$ cat src/rtl/fb_arbiter_if.sv
// Framebuffer arbiter bus bundle: display scan-out, processor write stream and
// the single-port framebuffer. The slave modport is the arbiter's own view.
interface fb_arbiter_if #(
  parameter int DATA_W = 8,
  parameter int ADDR_W = 19
);
  logic              disp_req;
  logic [9:0]        disp_x;
  logic [9:0]        disp_y;
  logic              disp_valid;
  logic [DATA_W-1:0] disp_color;
  logic              wr_valid;
  logic              wr_ready;
  logic [ADDR_W-1:0] wr_addr;
  logic [DATA_W-1:0] wr_data;
  logic              wr_err;
  logic [ADDR_W-1:0] mem_addr;
  logic              mem_we;
  logic [DATA_W-1:0] mem_wdata;
  logic [DATA_W-1:0] mem_rdata;

  modport slave (
    input  disp_req, disp_x, disp_y, wr_valid, wr_addr, wr_data, mem_rdata,
    output disp_valid, disp_color, wr_ready, wr_err, mem_addr, mem_we, mem_wdata
  );

  modport master (
    output disp_req, disp_x, disp_y, wr_valid, wr_addr, wr_data, mem_rdata,
    input  disp_valid, disp_color, wr_ready, wr_err, mem_addr, mem_we, mem_wdata
  );
endinterface

$ cat src/rtl/fb_arbiter.sv
// Single-port framebuffer arbiter: display reads win every slot, processor writes
// drain from a 4-entry FIFO otherwise. FB_ARBITER_STATS_EN adds the stall_cnt port.
module fb_arbiter #(
  parameter int                H_ACTIVE = 640,
  parameter int                V_ACTIVE = 480,
  parameter int                DATA_W   = 8,
  parameter int                ADDR_W   = 19,
  parameter logic [DATA_W-1:0] BG_COLOR = '0
) (
  input  logic        clk,
  input  logic        reset,
  fb_arbiter_if.slave bus
`ifdef FB_ARBITER_STATS_EN
  ,
  output logic [15:0] stall_cnt
`endif
);

  localparam int unsigned NPIX   = H_ACTIVE * V_ACTIVE;
  localparam int          STAGES = 2;
  localparam int          DEPTH  = 4;

  typedef enum logic [1:0] {S_IDLE, S_READ, S_WRITE} state_t;

  state_t            state, state_nx;
  logic [STAGES-1:0] vld_pipe, inb_pipe;
  logic              in_bounds;
  logic [ADDR_W-1:0] rd_addr;

  logic [ADDR_W-1:0] fifo_addr [DEPTH];
  logic [DATA_W-1:0] fifo_data [DEPTH];
  logic [1:0]        wptr, rptr;
  logic [2:0]        count;
  logic              full, empty, push, pop, head_bad;

  logic [ADDR_W-1:0] mem_addr_q, addr_nx;
  logic [DATA_W-1:0] mem_wdata_q, wdata_nx;
  logic              disp_valid_q, wr_err_q;
  logic [DATA_W-1:0] disp_color_q;

  assign in_bounds = bus.disp_req
                   && (32'(bus.disp_x) < 32'(H_ACTIVE))
                   && (32'(bus.disp_y) < 32'(V_ACTIVE));
  assign rd_addr   = ADDR_W'(bus.disp_y) * ADDR_W'(H_ACTIVE) + ADDR_W'(bus.disp_x);

  assign full     = (count == 3'(DEPTH));
  assign empty    = (count == 3'd0);
  assign push     = bus.wr_valid && !full;
  assign head_bad = (32'(fifo_addr[rptr]) >= NPIX);

  // A bad head entry is consumed in a slot that behaves like IDLE on the port.
  always_comb begin
    state_nx = S_IDLE;
    addr_nx  = mem_addr_q;
    wdata_nx = mem_wdata_q;
    pop      = 1'b0;
    if (in_bounds) begin
      state_nx = S_READ;
      addr_nx  = rd_addr;
    end else if (!empty) begin
      pop = 1'b1;
      if (!head_bad) begin
        state_nx = S_WRITE;
        addr_nx  = fifo_addr[rptr];
        wdata_nx = fifo_data[rptr];
      end
    end
  end

  always_ff @(posedge clk) begin
    if (reset) begin
      state        <= S_IDLE;
      mem_addr_q   <= '0;
      mem_wdata_q  <= '0;
      wr_err_q     <= 1'b0;
      wptr         <= '0;
      rptr         <= '0;
      count        <= '0;
      vld_pipe     <= '0;
      inb_pipe     <= '0;
      disp_valid_q <= 1'b0;
      disp_color_q <= '0;
    end else begin
      state       <= state_nx;
      mem_addr_q  <= addr_nx;
      mem_wdata_q <= wdata_nx;
      if (pop && head_bad) wr_err_q <= 1'b1;
      if (push) wptr <= wptr + 2'd1;
      if (pop)  rptr <= rptr + 2'd1;
      count    <= count + {2'b0, push} - {2'b0, pop};
      vld_pipe <= {vld_pipe[STAGES-2:0], bus.disp_req};
      inb_pipe <= {inb_pipe[STAGES-2:0], in_bounds};
      disp_valid_q <= vld_pipe[STAGES-1];
      // mem_rdata for the read issued two edges ago is on the bus now.
      if (vld_pipe[STAGES-1])
        disp_color_q <= inb_pipe[STAGES-1] ? bus.mem_rdata : BG_COLOR;
    end
  end

  always_ff @(posedge clk) begin
    if (push) begin
      fifo_addr[wptr] <= bus.wr_addr;
      fifo_data[wptr] <= bus.wr_data;
    end
  end

`ifdef FB_ARBITER_STATS_EN
  always_ff @(posedge clk) begin
    if (reset)
      stall_cnt <= '0;
    else if (bus.wr_valid && full && stall_cnt != 16'hFFFF)
      stall_cnt <= stall_cnt + 16'd1;
  end
`endif

  assign bus.mem_we     = (state == S_WRITE);
  assign bus.mem_addr   = mem_addr_q;
  assign bus.mem_wdata  = mem_wdata_q;
  assign bus.wr_ready   = !full;
  assign bus.wr_err     = wr_err_q;
  assign bus.disp_valid = disp_valid_q;
  assign bus.disp_color = disp_color_q;

endmodule

$ cat src/flat_wrapper.sv
// flat-port wrapper written by rule: the top's interface ports become plain ports
module fb_arbiter_flat 
#(
  parameter int                H_ACTIVE = 640,
  parameter int                V_ACTIVE = 480,
  parameter int                DATA_W   = 8,
  parameter int                ADDR_W   = 19,
  parameter logic [DATA_W-1:0] BG_COLOR = '0
)
  (clk, reset, bus_disp_req, bus_disp_x, bus_disp_y, bus_wr_valid, bus_wr_addr, bus_wr_data, bus_mem_rdata, bus_disp_valid, bus_disp_color, bus_wr_ready, bus_wr_err, bus_mem_addr, bus_mem_we, bus_mem_wdata);
  fb_arbiter_if #(.DATA_W(DATA_W), .ADDR_W(ADDR_W)) bus_i ();
  input  logic clk;
  input  logic reset;
  input wire logic [$bits(bus_i.disp_req)-1:0] bus_disp_req;
  input wire logic [$bits(bus_i.disp_x)-1:0] bus_disp_x;
  input wire logic [$bits(bus_i.disp_y)-1:0] bus_disp_y;
  input wire logic [$bits(bus_i.wr_valid)-1:0] bus_wr_valid;
  input wire logic [$bits(bus_i.wr_addr)-1:0] bus_wr_addr;
  input wire logic [$bits(bus_i.wr_data)-1:0] bus_wr_data;
  input wire logic [$bits(bus_i.mem_rdata)-1:0] bus_mem_rdata;
  output wire logic [$bits(bus_i.disp_valid)-1:0] bus_disp_valid;
  output wire logic [$bits(bus_i.disp_color)-1:0] bus_disp_color;
  output wire logic [$bits(bus_i.wr_ready)-1:0] bus_wr_ready;
  output wire logic [$bits(bus_i.wr_err)-1:0] bus_wr_err;
  output wire logic [$bits(bus_i.mem_addr)-1:0] bus_mem_addr;
  output wire logic [$bits(bus_i.mem_we)-1:0] bus_mem_we;
  output wire logic [$bits(bus_i.mem_wdata)-1:0] bus_mem_wdata;
  assign bus_i.disp_req = bus_disp_req;
  assign bus_i.disp_x = bus_disp_x;
  assign bus_i.disp_y = bus_disp_y;
  assign bus_i.wr_valid = bus_wr_valid;
  assign bus_i.wr_addr = bus_wr_addr;
  assign bus_i.wr_data = bus_wr_data;
  assign bus_i.mem_rdata = bus_mem_rdata;
  assign bus_disp_valid = bus_i.disp_valid;
  assign bus_disp_color = bus_i.disp_color;
  assign bus_wr_ready = bus_i.wr_ready;
  assign bus_wr_err = bus_i.wr_err;
  assign bus_mem_addr = bus_i.mem_addr;
  assign bus_mem_we = bus_i.mem_we;
  assign bus_mem_wdata = bus_i.mem_wdata;
  fb_arbiter #(.H_ACTIVE(H_ACTIVE), .V_ACTIVE(V_ACTIVE), .DATA_W(DATA_W), .ADDR_W(ADDR_W), .BG_COLOR(BG_COLOR)) u_core (.clk(clk), .reset(reset), .bus(bus_i));
endmodule
$ cat config.mk
export PLATFORM = sky130hd
export DESIGN_NAME = fb_arbiter_flat
export DESIGN_NICKNAME = d
export VERILOG_FILES = /design/src/rtl/fb_arbiter_if.sv /design/src/rtl/fb_arbiter.sv /design/src/flat_wrapper.sv
export SDC_FILE = /design/constraint.sdc
export NUM_CORES = 1
export LEC_CHECK = 0
export CORE_AREA = 4 4 155 157
export CTS_BUF_LIST = sky130_fd_sc_hd__clkbuf_8
export CTS_CLUSTER_DIAMETER = 40
export CTS_CLUSTER_SIZE = 25
export DETAILED_ROUTE_END_ITERATION = 10
export DIE_AREA = 0 0 159 161
export GPL_TIMING_DRIVEN = 0
export PLACE_DENSITY = 0.5
export SYNTH_ARGS = -nofsm -noshare
export SYNTH_HDL_FRONTEND = slang
export SYNTH_SLANG_ARGS = --single-unit
$ cat constraint.sdc
create_clock -name clk -period 3.85 [get_ports clk]
set_input_delay 0.77 -clock clk [delete_from_list [all_inputs] [get_ports clk]]
set_output_delay 0.77 -clock clk [all_outputs]
set_load 0.05 [all_outputs]
# --- Word-level counts from Yosys, hierarchy flattened ---
# Memory sizes are Yosys's and may differ from the RTL's. A register that Yosys moved wholly into a read port is not among the register bits.
# Cells that the tools add are included.
# W data, S select, Z words.
classes:
  n_reduce_logical: 9
  muxes: 13
  bitwise: 3
  multipliers: 1
  add_sub_neg: 5
  magnitude_cmp: 3
  eq_ne: 4
ops:
  columns: ["operator", "n"]
  rows:
  - ["$mux W19", 3]
  - ["$add A19 B10 Y19", 1]
  - ["$ge A19 B19 Y1 const B", 1]
  - ["$mul A10 B3 Y12 const B", 1]
  - ["$lt A10 B10 Y1 const B", 1]
  - ["$lt A10 B9 Y1 const B", 1]
  - ["$mux W8", 1]
  - ["$mux W1", 6]
  - ["$mux W2", 3]
  - ["$add A2 B1 Y2 const B", 2]
  - ["$logic_and A1 B1 Y1", 4]
  - ["$ne A2 B1 Y1 const B", 2]
  - ["$add A3 B1 Y3", 1]
  - ["$eq A3 B3 Y1 const B", 1]
  - ["$logic_not A3 Y1", 1]
  - ["$not A1 Y1", 3]
  - ["$reduce_and A3 Y1", 1]
  - ["$reduce_or A3 Y1", 1]
  - ["$sub A3 B1 Y3", 1]
  - ["$eq A2 B2 Y1 const B", 1]
  - ["$reduce_and A2 Y1", 1]
  - ["$logic_not A1 Y1", 1]
word_totals:
  word_cells: 51
  mem_count: 2
  ff_bits: 42
  in_bits: 59
  mem_bits_rw: 108
mem_list:
  columns: ["name", "words", "width", "rd", "rd_clocked_by_memory_dff", "wr", "line", "rtl"]
  rows:
  - ["u_core.fifo_addr", 4, 19, 1, 1, 1, "fb_arbiter.sv:30", "logic [ADDR_W-1:0] fifo_addr [DEPTH];"]
  - ["u_core.fifo_data", 4, 8, 1, 1, 1, "fb_arbiter.sv:31", "logic [DATA_W-1:0] fifo_data [DEPTH];"]

# --- Logic depth before layout (Yosys ltp) ---
logic_depth:
  depth_word: 6
  ltp_mapped: 11
  ltp_nobuf: 10

# --- Worst setup path before layout ---
# OpenSTA, ideal clock, no wires.
synth_timing:
  path_kind: "input to register"
  start: "in bus_disp_y[1]"
  end: "reg u_core.mem_addr_q[15] (netlist: u_core.bus.mem_addr[15])"
  setup_ns: 0.071
  required_ns: 3.779
  path_slack_ns: 0.596
  path_buffers: 0
  arrival_ns: 3.183
  path_stages: 9
  path_cell_list: "ha_1 > ha_1 > fa_1 > xor2_1 > o2111ai_1 > or3_1 > or3_1 > a311o_1 > a21oi_1"
synth_via:
  elab_chain_len: 4
synth_rtl:
  columns: ["item", "line", "rtl"]
  rows:
  - ["start: declaration", "flat_wrapper.sv:16", "input wire logic [$bits(bus_i.disp_y)-1:0] bus_disp_y;"]
  - ["parallel branches: the longest is 4 deep, another holds $add A19 B10 Y19", null, null]
  - ["end signal: assignment", "fb_arbiter.sv:85", "mem_addr_q <= addr_nx;"]
  - ["end: declaration", "fb_arbiter.sv:36", "logic [ADDR_W-1:0] mem_addr_q, addr_nx;"]
# Several ways; the timed one is not identified.
# A chain may end at the register's enable or synchronous reset.

# --- Worst setup path in the final report ---
# Ends and elaborated chain as after synthesis.

==> flow_metrics.py <==
metrics = {
    "timing": {
        "period_share_pct": 92.5,
        "tns_ps": 0,
        "setup_ws_ps": 288,
        "max_freq_mhz": 281,
        "finalSetupViolCount": 0,
        "drv_slew": 0,
        "slew_headroom_pct": 40.1,
        "finalCriticalPeriod_ps": 3560,
        "worst_pin_slew_ps": 899,
        "fin_skew_ps": 13.3,
        "hold_viol": 0,
        "rsz0062_at_grt": "no",
        "worst_hold_slack_ps": 457,
    },
    "status": {
        "status": "finished clean",
    },
    "floorplan": {
        "dieWidth_um": 159,
        "start_util_pct": 29.9,
        "core_um2": 22500,
        "rows": 55,
        "ios": 98,
        "die_h_um": 161,
        "die_area_um2": 25600,
    },
    "logic_synthesis": {
        "yosys.area.top_type_share_pct": 48.2,
        "yosysTopAreaCell": "edfxtp_1",
        "syn_avg_cell_area_um2": 14.4,
        "synthTopCellsByArea": "edfxtp_1, dfxtp_1, mux4_2",
        "synth.distinct_cells": 54,
        "synth_nets": 555,
        "synth_enable_flop_cells": 108,
        "yosys_warnings": 0,
        "syn_inst": 468,
        "ys_async_sr_fraction_pct": 0,
        "synthFlopType": "edfxtp_1",
        "ys_ff_latch": 159,
        "ys_seq_area_share_pct": 63.4,
        "synth_area_um2": 6730,
    },
    "clock_network": {
        "clkTransAtPathRegs_ps": 90,
        "cts_buffers": 17,
        "cts_sinks": 159,
        "postCtsSetupBuffers": 0,
        "cts_hold_buf": 0,
        "cts.path.max_buffers": 2,
        "clk_latency_ps": 440,
        "cts_tree": "built",
        "htree_levels": 4,
        "root_buffer": "clkbuf_8",
    },
    "global_route": {
        "grt_pass1_vias": 4383,
        "grt_max_degree": 28,
        "grt_antenna_before_repair": 2,
        "groute.usage.overall_pct": 12.2,
        "grt.overflow.total": 0,
        "grt_pass1_wl_um": 24300,
    },
    "placed_design": {
        "globalplace.congestion": 0.782,
        "post-place-ws_ps": -159,
        "post-dp-hpwl_um": 10800,
        "portBuffers": 96,
    },
    "layout": {
        "num_antenna_cells": 0,
        "syn_to_final_growth_pct": 25.1,
        "layout-drive-gt1-share_pct": 11.7,
        "post-route-util_pct": 37.4,
        "layout.nets": 670,
    },
    "min_path": {
        "worstHoldPathType": "reg2reg",
        "min_delay_path_depth": 1,
    },
    "worst_setup_path": {
        "worst-endpoint-arrival_ps": 3920,
        "start_kind": "input pin",
        "worst_ep_required_time_ps": 4210,
        "end_kind": "flip-flop",
        "rr_worst_depth": 8,
        "critPathMaxFanout": 3,
        "path_class": "in2reg",
    },
    "power": {
        "ir_drop_mv": 0.209,
        "p_leak_nw": 2.91,
        "powerDensity_nw_per_um2": 658,
    },
    "flow_run": {
        "cap_violations": 0,
    },
    "route": {
        "via_count": 4152,
        "ant_nets": 0,
        "wl_per_cell_um": 17.4,
        "routed_wl_um": 15400,
        "drt_iter0_drc": 258,
        "firstDrtPassIters": 4,
        "via_per_inst": 4.71,
        "drc": 0,
    },
}
[repair_timing]
item	in CTS	in global routing
endpoints found under the setup margin	0	2
gates resized for setup	0	1
endpoints found under the hold margin	0	0
[metal layers]
metal	up-vias	track usage, %	part of all wire [%]
li1	1997	-	-
met1	2046	15.4	45
met5	-	0	0.16
met3	21	3.42	4.2
met2	84	20.3	49
met4	4	3.83	1.4
[Yosys cell counts (4+ instances only)]
cell,n
a211oi_1,4
a21o_1,4
a21oi_1,26
a311oi_1,8
and3_1,8
clkbuf_1,16
dfxtp_1,51
edfxtp_1,108
ha_1,25
inv_1,13
mux2i_1,10
mux4_2,27
nand2_1,20
nand3_1,4
nor2_1,46
nor2b_1,19
o21ai_0,7
or3_1,4
xnor2_1,9
xor2_1,6
[state kept, by name (all words and copies together), names as in the netlist, 3 cells and up, named ones only]
name	cells
u_core.bus.disp_color	8
u_core.bus.mem_addr	19
u_core.bus.mem_wdata	8
u_core.count	3
u_core.fifo_addr	76
u_core.fifo_data	32
[final timing paths]
path	from	end	slack [ps]
setup / recovery	bus_disp_y[1]	u_core.bus.mem_addr[15]$_SDFFE_PP0P_	290
hold reg to reg	u_core.vld_pipe[0]$_SDFF_PP0_	u_core.vld_pipe[1]$_SDFF_PP0_	460
hold / removal	u_core.vld_pipe[0]$_SDFF_PP0_	u_core.vld_pipe[1]$_SDFF_PP0_	460
setup reg to reg	flip-flop	u_core.bus.mem_wdata[0]$_SDFFE_PP0P_	1120
[power breakdown]
group	total, mW	switching (mW)	internal [mW]	leakage (nW)
Sequential	2.25	0.129	2.12	1.41
Combinational	2.15	1.28	0.868	1.32
Clock	1.14	0.608	0.527	0.189
[cell families after synthesis]
logic type | after synthesis | share of synthesized area, %
compound gates | 75 | 7.74
fa+ha+maj | 28 | 5.54
xor+xnor | 15 | 1.95
flops | 159 | 63.4
buf+inv | 35 | 2.25
simple gates | 119 | 8.59
mux | 37 | 10.5
[cell usage in the layout, fill, tap and decap left out, drive strengths merged, types with 3 or more instances in the layout]
cell           synthesis  final
a21oi                 26     26
nand3                  4      4
o21a                   3      3
dfxtp                 51     51
nor2b                 19     19
a21o                   4      4
and3                   8      8
edfxtp               108    108
or2                    4      4
and2                   3      3
fa                     3      3
clkbuf                16     34
clkdlybuf4s50          0     96
inv                   13     16
mux4                  27     27
a311oi                 8      8
or3                    4      4
xnor2                  9      9
xor2                   6      6
mux2i                 10     10
buf                    6      6
a22oi                  3      3
nor2                  47     47
clkinv                 0      8
ha                    25     25
o21ai                  7      7
a211oi                 5      5
nand2                 20     20
nor3                   3      3
[critical path, stage by stage]
cell	delay [ps]
clkdlybuf4s50_1	470
ha_1	320
ha_1	230
fa_1	430
xor2_1	270
o2111ai_1	210
or3_1	440
or3_1	320
a311o_1	310
a21oi_1	130
[layout make-up]
type	instances	area [µm²]
fill	2132	14100
tap	285	357
timing repair buffer	96	961
sequential	159	4260
clock inverter	14	119
multi-input combinational	274	2320
clock buffer	18	248
buffer	22	103
inverter	13	48.8
[stage by stage]
step	instance area, µm²	cells	power [mW]
2_1_floorplan	6730	468	3.77
3_5_place_dp	8050	849	4.47
6_report	8420	881	5.54
4_1_cts	8420	881	5.61
3_3_place_gp	8040	849	4.44
5_1_grt	8420	881	5.85
(Power assumes the default switching activity.)
